`src/rtl/dpbram3_port_arbiter_pkg.sv`:
```
// Shared definitions for the BRAM port-A arbiter:
// requester indices and fill engine state encoding.
package dpbram3_port_arbiter_pkg;

  localparam int SRC_CPU  = 0;
  localparam int SRC_GPU  = 1;
  localparam int SRC_FILL = 2;

  typedef enum logic [1:0] {
    FS_IDLE = 2'd0,
    FS_RUN  = 2'd1,
    FS_DONE = 2'd2
  } fill_state_t;

endpackage

```
`src/rtl/dpbram3_port_arbiter_rr_arb3.sv`:
```
// 3-way round-robin arbiter. Ports: clk, rst (sync, high),
// req[2:0] in, grant[2:0] one-hot out (combinational).
module rr_arb3
  import dpbram3_port_arbiter_pkg::*;
(
  input  logic       clk,
  input  logic       rst,
  input  logic [2:0] req,
  output logic [2:0] grant
);

  logic [1:0] ptr;
  logic [1:0] p1;
  logic [1:0] p2;
  logic [1:0] win;

  function automatic logic [1:0] inc3(
    input logic [1:0] v
  );
    return (v == 2'd2) ? 2'd0 : v + 2'd1;
  endfunction

  assign p1 = inc3(ptr);
  assign p2 = inc3(p1);

  always_comb begin
    grant = '0;
    win   = ptr;
    if (req[ptr]) begin
      grant[ptr] = 1'b1;
      win        = ptr;
    end else if (req[p1]) begin
      grant[p1] = 1'b1;
      win       = p1;
    end else if (req[p2]) begin
      grant[p2] = 1'b1;
      win       = p2;
    end
  end

  // Pointer only moves past a winner; idle cycles keep it.
  always_ff @(posedge clk) begin
    if (rst) begin
      ptr <= 2'd0;
    end else if (|grant) begin
      ptr <= inc3(win);
    end
  end

endmodule

```
`src/rtl/dpbram3_port_arbiter.sv`:
```
// Shares BRAM port A between CPU, GPU and a fill engine.
// Ports: cpu_*/gpu_* req/resp, fill_* control, ram_* port A.
module dpbram3_port_arbiter
  import dpbram3_port_arbiter_pkg::*;
#(
  parameter int DP  = 512,
  parameter int DW  = 8,
  parameter int N   = 3,
  parameter int AW  = $clog2(DP) - 1,
  parameter int BDW = N * DW - 1
) (
  input  logic         clk,
  input  logic         rst,
  input  logic         cpu_valid,
  output logic         cpu_ready,
  input  logic         cpu_we,
  input  logic [AW:0]  cpu_addr,
  input  logic [BDW:0] cpu_wdata,
  output logic         cpu_rvalid,
  output logic [BDW:0] cpu_rdata,
  input  logic         gpu_valid,
  output logic         gpu_ready,
  input  logic         gpu_we,
  input  logic [AW:0]  gpu_addr,
  input  logic [BDW:0] gpu_wdata,
  output logic         gpu_rvalid,
  output logic [BDW:0] gpu_rdata,
  input  logic         fill_start,
  input  logic [AW:0]  fill_base,
  input  logic [AW+1:0] fill_len,
  input  logic [BDW:0] fill_value,
  output logic         fill_busy,
  output logic         fill_done,
  output logic         ram_ce,
  output logic         ram_wr,
  output logic [AW:0]  ram_addr,
  output logic [BDW:0] ram_din,
  input  logic [BDW:0] ram_dout
);

  localparam logic [AW:0] ADDR_LAST = (AW+1)'(DP - 1);
  localparam logic [AW+1:0] REM_ONE = (AW+2)'(1);

  fill_state_t state_q;
  fill_state_t state_d;
  logic [AW:0]   cur_addr;
  logic [AW+1:0] remaining;
  logic [BDW:0]  value_q;
  logic          load;
  logic          step;

  logic [2:0] req;
  logic [2:0] grant;
  logic       cpu_rd_q;
  logic       gpu_rd_q;

  // Nothing may touch the RAM while reset is held.
  assign req = rst ? 3'b000
                   : {state_q == FS_RUN, gpu_valid, cpu_valid};

  rr_arb3 u_arb (
    .clk   (clk),
    .rst   (rst),
    .req   (req),
    .grant (grant)
  );

  assign cpu_ready = grant[SRC_CPU];
  assign gpu_ready = grant[SRC_GPU];

  always_comb begin
    ram_ce   = 1'b0;
    ram_wr   = 1'b0;
    ram_addr = '0;
    ram_din  = '0;
    unique case (1'b1)
      grant[SRC_CPU]: begin
        ram_ce   = 1'b1;
        ram_wr   = cpu_we;
        ram_addr = cpu_addr;
        ram_din  = cpu_wdata;
      end
      grant[SRC_GPU]: begin
        ram_ce   = 1'b1;
        ram_wr   = gpu_we;
        ram_addr = gpu_addr;
        ram_din  = gpu_wdata;
      end
      grant[SRC_FILL]: begin
        ram_ce   = 1'b1;
        ram_wr   = 1'b1;
        ram_addr = cur_addr;
        ram_din  = value_q;
      end
      default: ;
    endcase
  end

  // Tag tells which requester owns next cycle's douta.
  always_ff @(posedge clk) begin
    if (rst) begin
      cpu_rd_q <= 1'b0;
      gpu_rd_q <= 1'b0;
    end else begin
      cpu_rd_q <= grant[SRC_CPU] & ~cpu_we;
      gpu_rd_q <= grant[SRC_GPU] & ~gpu_we;
    end
  end

  assign cpu_rvalid = cpu_rd_q & ~rst;
  assign gpu_rvalid = gpu_rd_q & ~rst;
  assign cpu_rdata  = cpu_rvalid ? ram_dout : '0;
  assign gpu_rdata  = gpu_rvalid ? ram_dout : '0;

  always_comb begin
    state_d = state_q;
    load    = 1'b0;
    step    = 1'b0;
    unique case (state_q)
      FS_IDLE: begin
        if (fill_start) begin
          load    = 1'b1;
          state_d = (fill_len == '0) ? FS_DONE : FS_RUN;
        end
      end
      FS_RUN: begin
        if (grant[SRC_FILL]) begin
          step = 1'b1;
          if (remaining == REM_ONE) begin
            state_d = FS_DONE;
          end
        end
      end
      FS_DONE: state_d = FS_IDLE;
      default: state_d = FS_IDLE;
    endcase
  end

  always_ff @(posedge clk) begin
    if (rst) begin
      state_q   <= FS_IDLE;
      cur_addr  <= '0;
      remaining <= '0;
      value_q   <= '0;
    end else begin
      state_q <= state_d;
      if (load) begin
        cur_addr  <= fill_base;
        remaining <= fill_len;
        value_q   <= fill_value;
      end else if (step) begin
        cur_addr  <= (cur_addr == ADDR_LAST)
                     ? '0 : cur_addr + 1'b1;
        remaining <= remaining - 1'b1;
      end
    end
  end

  assign fill_busy = (state_q != FS_IDLE) & ~rst;
  assign fill_done = (state_q == FS_DONE) & ~rst;

endmodule

```
`config.mk`:
```
export PLATFORM = sky130hd
export DESIGN_NAME = dpbram3_port_arbiter
export DESIGN_NICKNAME = d
export VERILOG_FILES = /design/src/rtl/dpbram3_port_arbiter_pkg.sv /design/src/rtl/dpbram3_port_arbiter_rr_arb3.sv /design/src/rtl/dpbram3_port_arbiter.sv
export SDC_FILE = /design/constraint.sdc
export NUM_CORES = 1
export LEC_CHECK = 0
export CORE_ASPECT_RATIO = 1.1
export CORE_MARGIN = 2
export CORE_UTILIZATION = 38
export CTS_CLUSTER_DIAMETER = 60
export DETAILED_ROUTE_END_ITERATION = 8
export PLACE_DENSITY = 0.85
export SYNTH_ARGS = -nofsm -noshare
export SYNTH_HDL_FRONTEND = slang
export SYNTH_SLANG_ARGS = --single-unit
```
`constraint.sdc`:
```
create_clock -name clk -period 2.75 [get_ports clk]
set_input_delay 0.4125 -clock clk [delete_from_list [all_inputs] [get_ports clk]]
set_output_delay 0.4125 -clock clk [all_outputs]
set_load 0.005 [all_outputs]
```
==> run metrics, run 1 <==
final hold slack 468 ps; final worst clock skew 6.37 ps; total track usage 0.252; DRC viols 0; Area Overhead vs Synth 82.0%; final wirelength 12400 µm; fin crit period 2750 ps; Die ar. 0.00918 mm²; IO Pins 229; Antenna diodes 0; post-route worst setup slack 3.55 ps; leading cell type in the layout, fill and taps excluded clkdlybuf4s50_1; Worst Setup End Kind output port; Vert. Die Dim 100 µm; post-detailed-route count of antenna-violating nets 0; placer congestion estimate 0.847; CTS tree built; core area 0.00828 mm²; die width 91.6 µm; register area share after synthesis 0.306; syn_area_per_cell 7.03 µm²; TritonCTS Buffers 5; worst r2r dst remaining[2]; Post-synth EDFFs 0; final-report max-slew violation count 0; Vias 4130; final net count 822; htree depth 2; maximum fanout along the worst path 20; vias in the first global route 3795; post-synthesis instance total 456; final hold vios 0; R2R cell count 6; Primary FF master, synth dfxtp_1; Critical Path RT 2340 ps; 1st-iter DRT viols 209; Root Driver clkbuf_8; Tcrit/Tclk final 0.999; Worst-Skew Late Latency 300 ps; Setup crit end ram_din[18]; Vias/cell 5.23; synthesis warning total 0; WL/cell 15.7 µm; R2R setup slack 680 ps; hold path start value_q[21]; filler cell count in the final layout 642; Worst Tran Pin Value 502 ps; f_max 364 MHz; port bufs 228; setup TNS 0 ps; leakage 2.53 nW; Max VDD drop 296 µV; initial core utilization 0.387; GRT overflow 0; largest net degree at the start of global routing 41; Post-CTS Hold Buffers 0; Pwr Density 326 mW/mm²; share of layout cells above drive strength 1 0.0795; Mapped Area 0.00320 mm²; DRT Pass-1 Iters 5; antenna violations before repair 0; status completed; ys async rst share 0; CTS sink cnt 49; Setup Crit Path Kind in -> out; final setup fails 0; Synth Register Bits 49; RSZ-0062 raised after global routing true; clock tree buffer depth 2; first-pass GRT wire length 18900 µm; arrival time worst endpoint 2330 ps; Max-slew headroom 0.665; Post-Place Setup Slack -66.9 ps; Worst Setup SP cpu_valid; num rows 35; CTS clk-pin slew, worst paths 100 ps; Min-Delay Path Class reg -> reg; DPL Wire Length 9640 µm; maxcap violations 0; startpoint types input pin; commonest non-fill, non-tap cells in the layout 194 x clkdlybuf4s50_1, 137 x nand2_1, 49 x dfxtp_1; syn_nets 600; number of distinct library cells after synthesis 46; Worst R2R Start state_q[1]
## cell usage after synthesis, types with 2 or more instances
cell       count  area share
a2111oi_2      2      0.0094
a211oi_1       3      0.0070
a21oi_1       35       0.055
a22oi_1       34       0.080
a311oi_1       4       0.011
a31o_2         2      0.0055
a31oi_1        7       0.014
and2_1        48       0.094
and3_1         3      0.0059
buf_1          3      0.0035
buf_2          3      0.0047
buf_6          6       0.021
clkbuf_1      22       0.026
dfxtp_1       49        0.31
ha_1           4       0.016
inv_1          4      0.0047
nand2_1      137        0.16
nand3_1        8       0.012
nand4_1        5      0.0098
nand4b_1       3      0.0082
nor2_1        23       0.027
nor2b_1        3      0.0059
nor3_1         6      0.0094
nor3b_1        5       0.012
nor4_1         7       0.014
o211ai_1       2      0.0047
o21a_1         2      0.0047
o21ai_0        3      0.0047
or3_1          2      0.0039
or4_1          3      0.0070
xnor2_1        2      0.0055
xor2_1         2      0.0055
## through the flow
stage | instances | util | power (mW) | cell area [µm²]
3_5_place_dp | 781 | 0.684 | 1.49 | 5660
3_3_place_gp | 781 | 0.684 | 1.48 | 5660
5_1_grt | 790 | 0.704 | 2.00 | 5830
4_1_cts | 790 | 0.698 | 1.92 | 5780
2_1_floorplan | 456 | - | 1.09 | 3200
6_report | 790 | 0.704 | 1.90 | 5830
## final cells by class
type,count,area [µm²],share of cell area
Inverter,4,15.0,0.00258
Multi-Input combinational cell,368,2100,0.361
Tap cell,111,139,0.0238
Clock buffer,6,72.6,0.0124
Sequential cell,49,981,0.168
Timing Repair Buffer,250,2510,0.430
Clock inverter,2,13.8,0.00236
## cell families (layout without fill, tap and decap cells)
family / Yosys count / in the layout / share of synthesized area
buffers and inverters: 39 / 262 / 0.0621
AOI/OAI and AO/OA: 101 / 101 / 0.217
adders and majority gates: 4 / 4 / 0.0156
DFF: 49 / 49 / 0.306
and+or+nand+nor: 258 / 258 / 0.384
xor gates and xnor gates: 4 / 4 / 0.0109
muxes: 1 / 1 / 0.00351
## timing repair
action | CTS | global route
pin swaps | 1 | 1
gates resized for setup | 27 | 18
endpoints found under the setup margin | 35 | 18
cloned | 0 | 0
buffers inserted | 1 | 0
## flip-flops by register name, summed over array words and instances, names as in the netlist
name and count:
cpu_rd_q 1, cur_addr 9, gpu_rd_q 1, remaining 10, state_q 2, u_arb.ptr 2
value_q 24
## power breakdown
group	leakage [nW]	switching [mW]	internal [mW]
logic	2.08	0.271	0.378
registers	0.403	0.0569	0.765
clock network	0.0456	0.246	0.182
total	2.53	0.574	1.32
## worst max-delay path, cell delays in order
cell             delay, ps
clkdlybuf4s50_1        480
nand2b_1                70
a221o_2                370
and2_4                 170
buf_12                 160
a22oi_1                150
nand2_1                 70
clkdlybuf4s50_1        440
## how the worst min path moves through the flow
stage / cells after the start / to / slack, ps
6_report: 2 / value_q[21] / 470
5_1_grt: 2 / value_q[3] / 480
4_1_cts: 2 / value_q[3] / 470
3_5_place_dp: 2 / value_q[3] / 450
3_3_place_gp: 2 / value_q[3] / 440
2_1_floorplan: 2 / value_q[0] / 440
## per-layer routing
metal | wire [µm] | GRT usage | vias to the layer above
met3 | 760 | 0.0413 | 12
met4 | 140 | 0.0583 | 0
met5 | 0 | 0 | -
li1 | - | - | 2027
met1 | 4930 | 0.302 | 1911
met2 | 6580 | 0.471 | 180
Power figures use the tool's default switching activity.
==> run 2: changes to the inputs <==
--- a/config.mk
+++ b/config.mk
@@ -6,7 +6,7 @@
 export NUM_CORES = 1
 export LEC_CHECK = 0
 export CORE_ASPECT_RATIO = 1.1
-export CORE_MARGIN = 2
+export CORE_MARGIN = 5
 export CORE_UTILIZATION = 38
 export CTS_CLUSTER_DIAMETER = 60
 export DETAILED_ROUTE_END_ITERATION = 8
==> run 2 against run 1 <==
Via count fell by 1.5%. Non-clock buffer count fell by 2. Register-to-register slack improved by 40 ps. Total power fell by 0.66%. Clock power barely moved. Clock skew rose by 1.8 ps. Die area rose by 13%. Count of clock-buffer cells in the layout fell by 1. Worst setup slack improved by 70 ps. Critical endpoint is now ram_wr.
==> run metrics, run 2 (same netlist as run 1, synthesis figures left out) <==
port bufs 228; clock tree buffer depth 2; DRT Pass-1 Iters 5; Worst Setup End Kind output port; Vert. Die Dim 106 µm; share of layout cells above drive strength 1 0.0753; final setup fails 0; num rows 35; Root Driver clkbuf_8; startpoint types input pin; maximum fanout along the worst path 6; GRT overflow 0; die width 97.6 µm; final net count 820; CTS clk-pin slew, worst paths 90 ps; total track usage 0.228; Post-Place Setup Slack -116 ps; placer congestion estimate 0.942; Worst Tran Pin Value 575 ps; 1st-iter DRT viols 183; fin cells 788; f_max 374 MHz; biggest regs value_q x24, remaining x10, cur_addr x9; final worst clock skew 8.12 ps; Storage cell area 982 µm²; setup TNS 0 ps; antenna violations before repair 0; utilization after layout 0.693; DRC viols 0; Reg with most FFs value_q; vias in the first global route 3910; final-report max-slew violation count 0; Vias/cell 5.16; largest net degree at the start of global routing 41; DPL Wire Length 10200 µm; dpl cells 779; final hold vios 0; Pwr Density 327 mW/mm²; commonest non-fill, non-tap cells in the layout 192 x clkdlybuf4s50_1, 137 x nand2_1, 48 x and2_1, 48 x dfxtp_1; fin area 0.00577 mm²; slowest CP cell clkdlybuf4s50_1; Critical Path RT 2340 ps; initial core utilization 0.385; Min-Delay Path Class in -> reg; leading cell type in the layout, fill and taps excluded clkdlybuf4s50_1; max reg flops 24; post-route worst setup slack 73.6 ps; Max-slew headroom 0.616; post-detailed-route count of antenna-violating nets 0; Die ar. 0.0104 mm²; arrival time worst endpoint 2260 ps; fin crit period 2680 ps; Worst-Skew Late Latency 300 ps; final hold slack 436 ps; Worst path most repeated cell clkdlybuf4s50_1; core area 0.00832 mm²; first-pass GRT wire length 19600 µm; Setup Crit Path Kind in -> out; maxcap violations 0; htree depth 2; CTS sink cnt 49; CTS tree built; area of placed instances 0.00566 mm²; Crit path largest cell delay 480 ps; IO Pins 229; filler cell count in the final layout 731; final wirelength 12700 µm; Antenna diodes 0; Power, Total 1.89 mW; RSZ-0062 raised after global routing false; Max VDD drop 250 µV; leakage 2.37 nW; TritonCTS Buffers 5; Area Overhead vs Synth 80.0%; Vias 4068; multi-input logic area 0.00209 mm²; status completed; WL/cell 16.1 µm; Tcrit/Tclk final 0.973; crit path cell chain clkdlybuf4s50_1 > nand2b_1 > a221o_2 > and2_4 > a221o_1 > clkdlybuf4s50_1
[run 2: cell types whose count changed in the layout (fill, tap and decap cells not counted), moves of 2 or more]
cell	delta
a22oi_1	+3
dlymetal6s2s_1	-14
clkdlybuf4s50_1	-2
dlygate4sd2_1	+16
buf_4	-4
a22oi_2	-3
[run 2: critical path: cells and delay by family]
| kind | cells | cell delay (ps) |
|---|---|---|
| and+or+nand+nor | 2 | 250 |
| AOI/OAI and AO/OA | 2 | 650 |
| buffers and inverters | 2 | 940 |
[run 2: layout make-up]
type                            instances  area share
Tap cell                              111      0.0241
Inverter                                4     0.00260
Clock buffer                            5      0.0119
Timing Repair Buffer                  248       0.425
Multi-Input combinational cell        368       0.362
Sequential cell                        49       0.170
Clock inverter                          3     0.00369
[run 2: final timing paths]
path | from | cells after the start | end | slack, ps
setup / recovery | cpu_valid | 6 | ram_wr | 70
hold / removal | rst | 3 | state_q[1] | 440
setup reg to reg | state_q[1] | 6 | remaining[2] | 720
hold reg to reg | value_q[12] | 2 | value_q[12] | 460
[run 2: power breakdown]
| group | internal, mW | switching, mW |
|---|---|---|
| Clock | 0.181 | 0.248 |
| Sequential | 0.765 | 0.0551 |
| Combinational | 0.371 | 0.267 |
| Total | 1.32 | 0.570 |
[run 2: what timing repair did]
action | CTS | global route
hold buffers | 0 | 0
pin swaps | 0 | 1
setup buffers | 1 | 0
resized for setup | 44 | 2
endpoints found under the setup margin | 35 | 2
[run 2: routing by layer]
layer | share of wire | track usage
met5 | 0 | 0
met4 | 0.023 | 0.0781
met3 | 0.072 | 0.0413
met1 | 0.38 | 0.265
met2 | 0.52 | 0.418
==> run 3: changes to the inputs <==
--- a/config.mk
+++ b/config.mk
@@ -11,6 +11,7 @@
 export CTS_CLUSTER_DIAMETER = 60
 export DETAILED_ROUTE_END_ITERATION = 8
 export PLACE_DENSITY = 0.85
+export SETUP_SLACK_MARGIN = 0.3
 export SYNTH_ARGS = -nofsm -noshare
 export SYNTH_HDL_FRONTEND = slang
 export SYNTH_SLANG_ARGS = --single-unit
==> run 3 against run 2 <==
First-iteration DRC count increased by 71%. Register-to-register slack got worse by 70 ps. Global-route usage increased by 0.65 points.
==> run metrics, run 3 (same netlist as run 1, synthesis figures left out) <==
initial core utilization 0.385; Storage cell area 987 µm²; final net count 837; post-route worst setup slack 253 ps; DRC viols 0; Power, Total 1.94 mW; worst r2r dst cur_addr[0]; Reg with most FFs value_q; Die ar. 0.0104 mm²; DRT Pass-1 Iters 4; Root Driver clkbuf_8; largest net degree at the start of global routing 41; maximum fanout along the worst path 37; Pwr Density 324 mW/mm²; htree depth 2; Vias/cell 5.21; Sw Pwr 0.598 mW; Post-Place Setup Slack -116 ps; fin crit period 2500 ps; Seq pwr share 0.425; maxcap violations 0; utilization after layout 0.718; final hold vios 0; total track usage 0.234; leading cell type in the layout, fill and taps excluded clkdlybuf4s50_1; Clock power frac 0.223; Worst Setup SP state_q[0]; setup TNS 0 ps; DPL Wire Length 10200 µm; final-report max-slew violation count 0; filler cell count in the final layout 680; Area Overhead vs Synth 86.5%; vias in the first global route 4034; CTS clk-pin slew, worst paths 90 ps; Worst-Skew Late Latency 300 ps; share of layout cells above drive strength 1 0.160; Vias 4195; switch share 0.309; status completed; R2R setup slack 650 ps; CTS tree built; IO Pins 229; R2R cell count 8; Antenna diodes 0; Setup Crit Path Kind reg -> out; placer congestion estimate 0.942; arrival time worst endpoint 2080 ps; Logic pwr share 0.351; Worst R2R Start state_q[1]; RSZ-0062 raised after global routing true; post-detailed-route count of antenna-violating nets 0; antenna violations before repair 0; TritonCTS Buffers 5; Max-slew headroom 0.610; 1st-iter DRT viols 313; die width 97.6 µm; hold depth 3; f_max 400 MHz; multi-input logic area 0.00216 mm²; biggest regs value_q x24, remaining x10, cur_addr x9; Min-Delay Path Class in -> reg; commonest non-fill, non-tap cells in the layout 190 x clkdlybuf4s50_1, 137 x nand2_1, 48 x and2_1; startpoint types flop; max reg flops 24; Vert. Die Dim 106 µm; Critical Path RT 2340 ps; final worst clock skew 7.13 ps; final wirelength 13600 µm; WL/cell 16.9 µm; Tcrit/Tclk final 0.908; leakage 2.42 nW; P_int 1.34 mW; core area 0.00832 mm²; CTS sink cnt 49; Worst Setup End Kind output port; Worst Tran Pin Value 584 ps; port bufs 228; final setup fails 0; clock tree buffer depth 2; num rows 35; hold path start rst; Max VDD drop 284 µV; first-pass GRT wire length 20100 µm; Hold EP state_q[1]; GRT overflow 0
-- run 3: routing by layer --
metal  track usage  vias up  routed length, µm
li1              -     2052                  -
met1         0.268     1906               5030
met2         0.428      199               7170
met3        0.0459       38                993
met4        0.0890        0                429
met5             0        -                  0
-- run 3: repair_timing --
| item | 4_1_cts | 5_1_grt |
|---|---|---|
| gates cloned | 1 | 3 |
| gates resized for setup | 80 | 53 |
| hold buffers | 0 | 0 |
| pin swaps | 9 | 19 |
| setup buffers | 8 | 6 |
| setup endpoints to repair | 37 | 36 |
-- run 3: critical path, stage by stage (launching register included) --
cell,delay [ps]
dfxtp_2,330
or3b_4,270
a21oi_2,80
a211oi_4,320
buf_12,230
clkdlybuf4s50_1,530
-- run 3: area by class of cell --
cell class	count	area share
multi-input combinational	368	0.362
tap	111	0.0232
timing repair buffer	265	0.432
clock inverter	3	0.00356
sequential	49	0.165
inverter	4	0.00251
clock buffer	5	0.0115
-- run 3: worst max-delay path by stage --
| stage | endpoint | slack [ps] | cells past startpoint |
|---|---|---|---|
| floorplan | ram_ce | 550 | 7 |
| global placement | ram_din[15] | -90 | 8 |
| detailed placement | ram_din[22] | -120 | 8 |
| CTS | ram_din[0] | 250 | 8 |
| global route | cpu_ready | 160 | 5 |
| finish | cpu_ready | 250 | 5 |
-- run 3: power by group through the flow --
stage / clock network (mW) / registers [mW] / logic [mW]
finish: 0.432 / 0.824 / 0.680
CTS: 0.444 / 0.820 / 0.662
global route: 0.479 / 0.831 / 0.740
floorplan: 0 / 0.816 / 0.276
detailed placement: 0 / 0.834 / 0.660
global placement: 0 / 0.831 / 0.645
-- run 3: metrics by stage --
| stage | instance area (µm²) | cells | hold WS [ps] |
|---|---|---|---|
| 6_report | 5970 | 805 | 435 |
| 5_1_grt | 5970 | 805 | 462 |
| 4_1_cts | 5910 | 796 | 424 |
| 3_5_place_dp | 5660 | 779 | 451 |
| 3_3_place_gp | 5660 | 779 | 446 |
| 2_1_floorplan | 3200 | 456 | 436 |
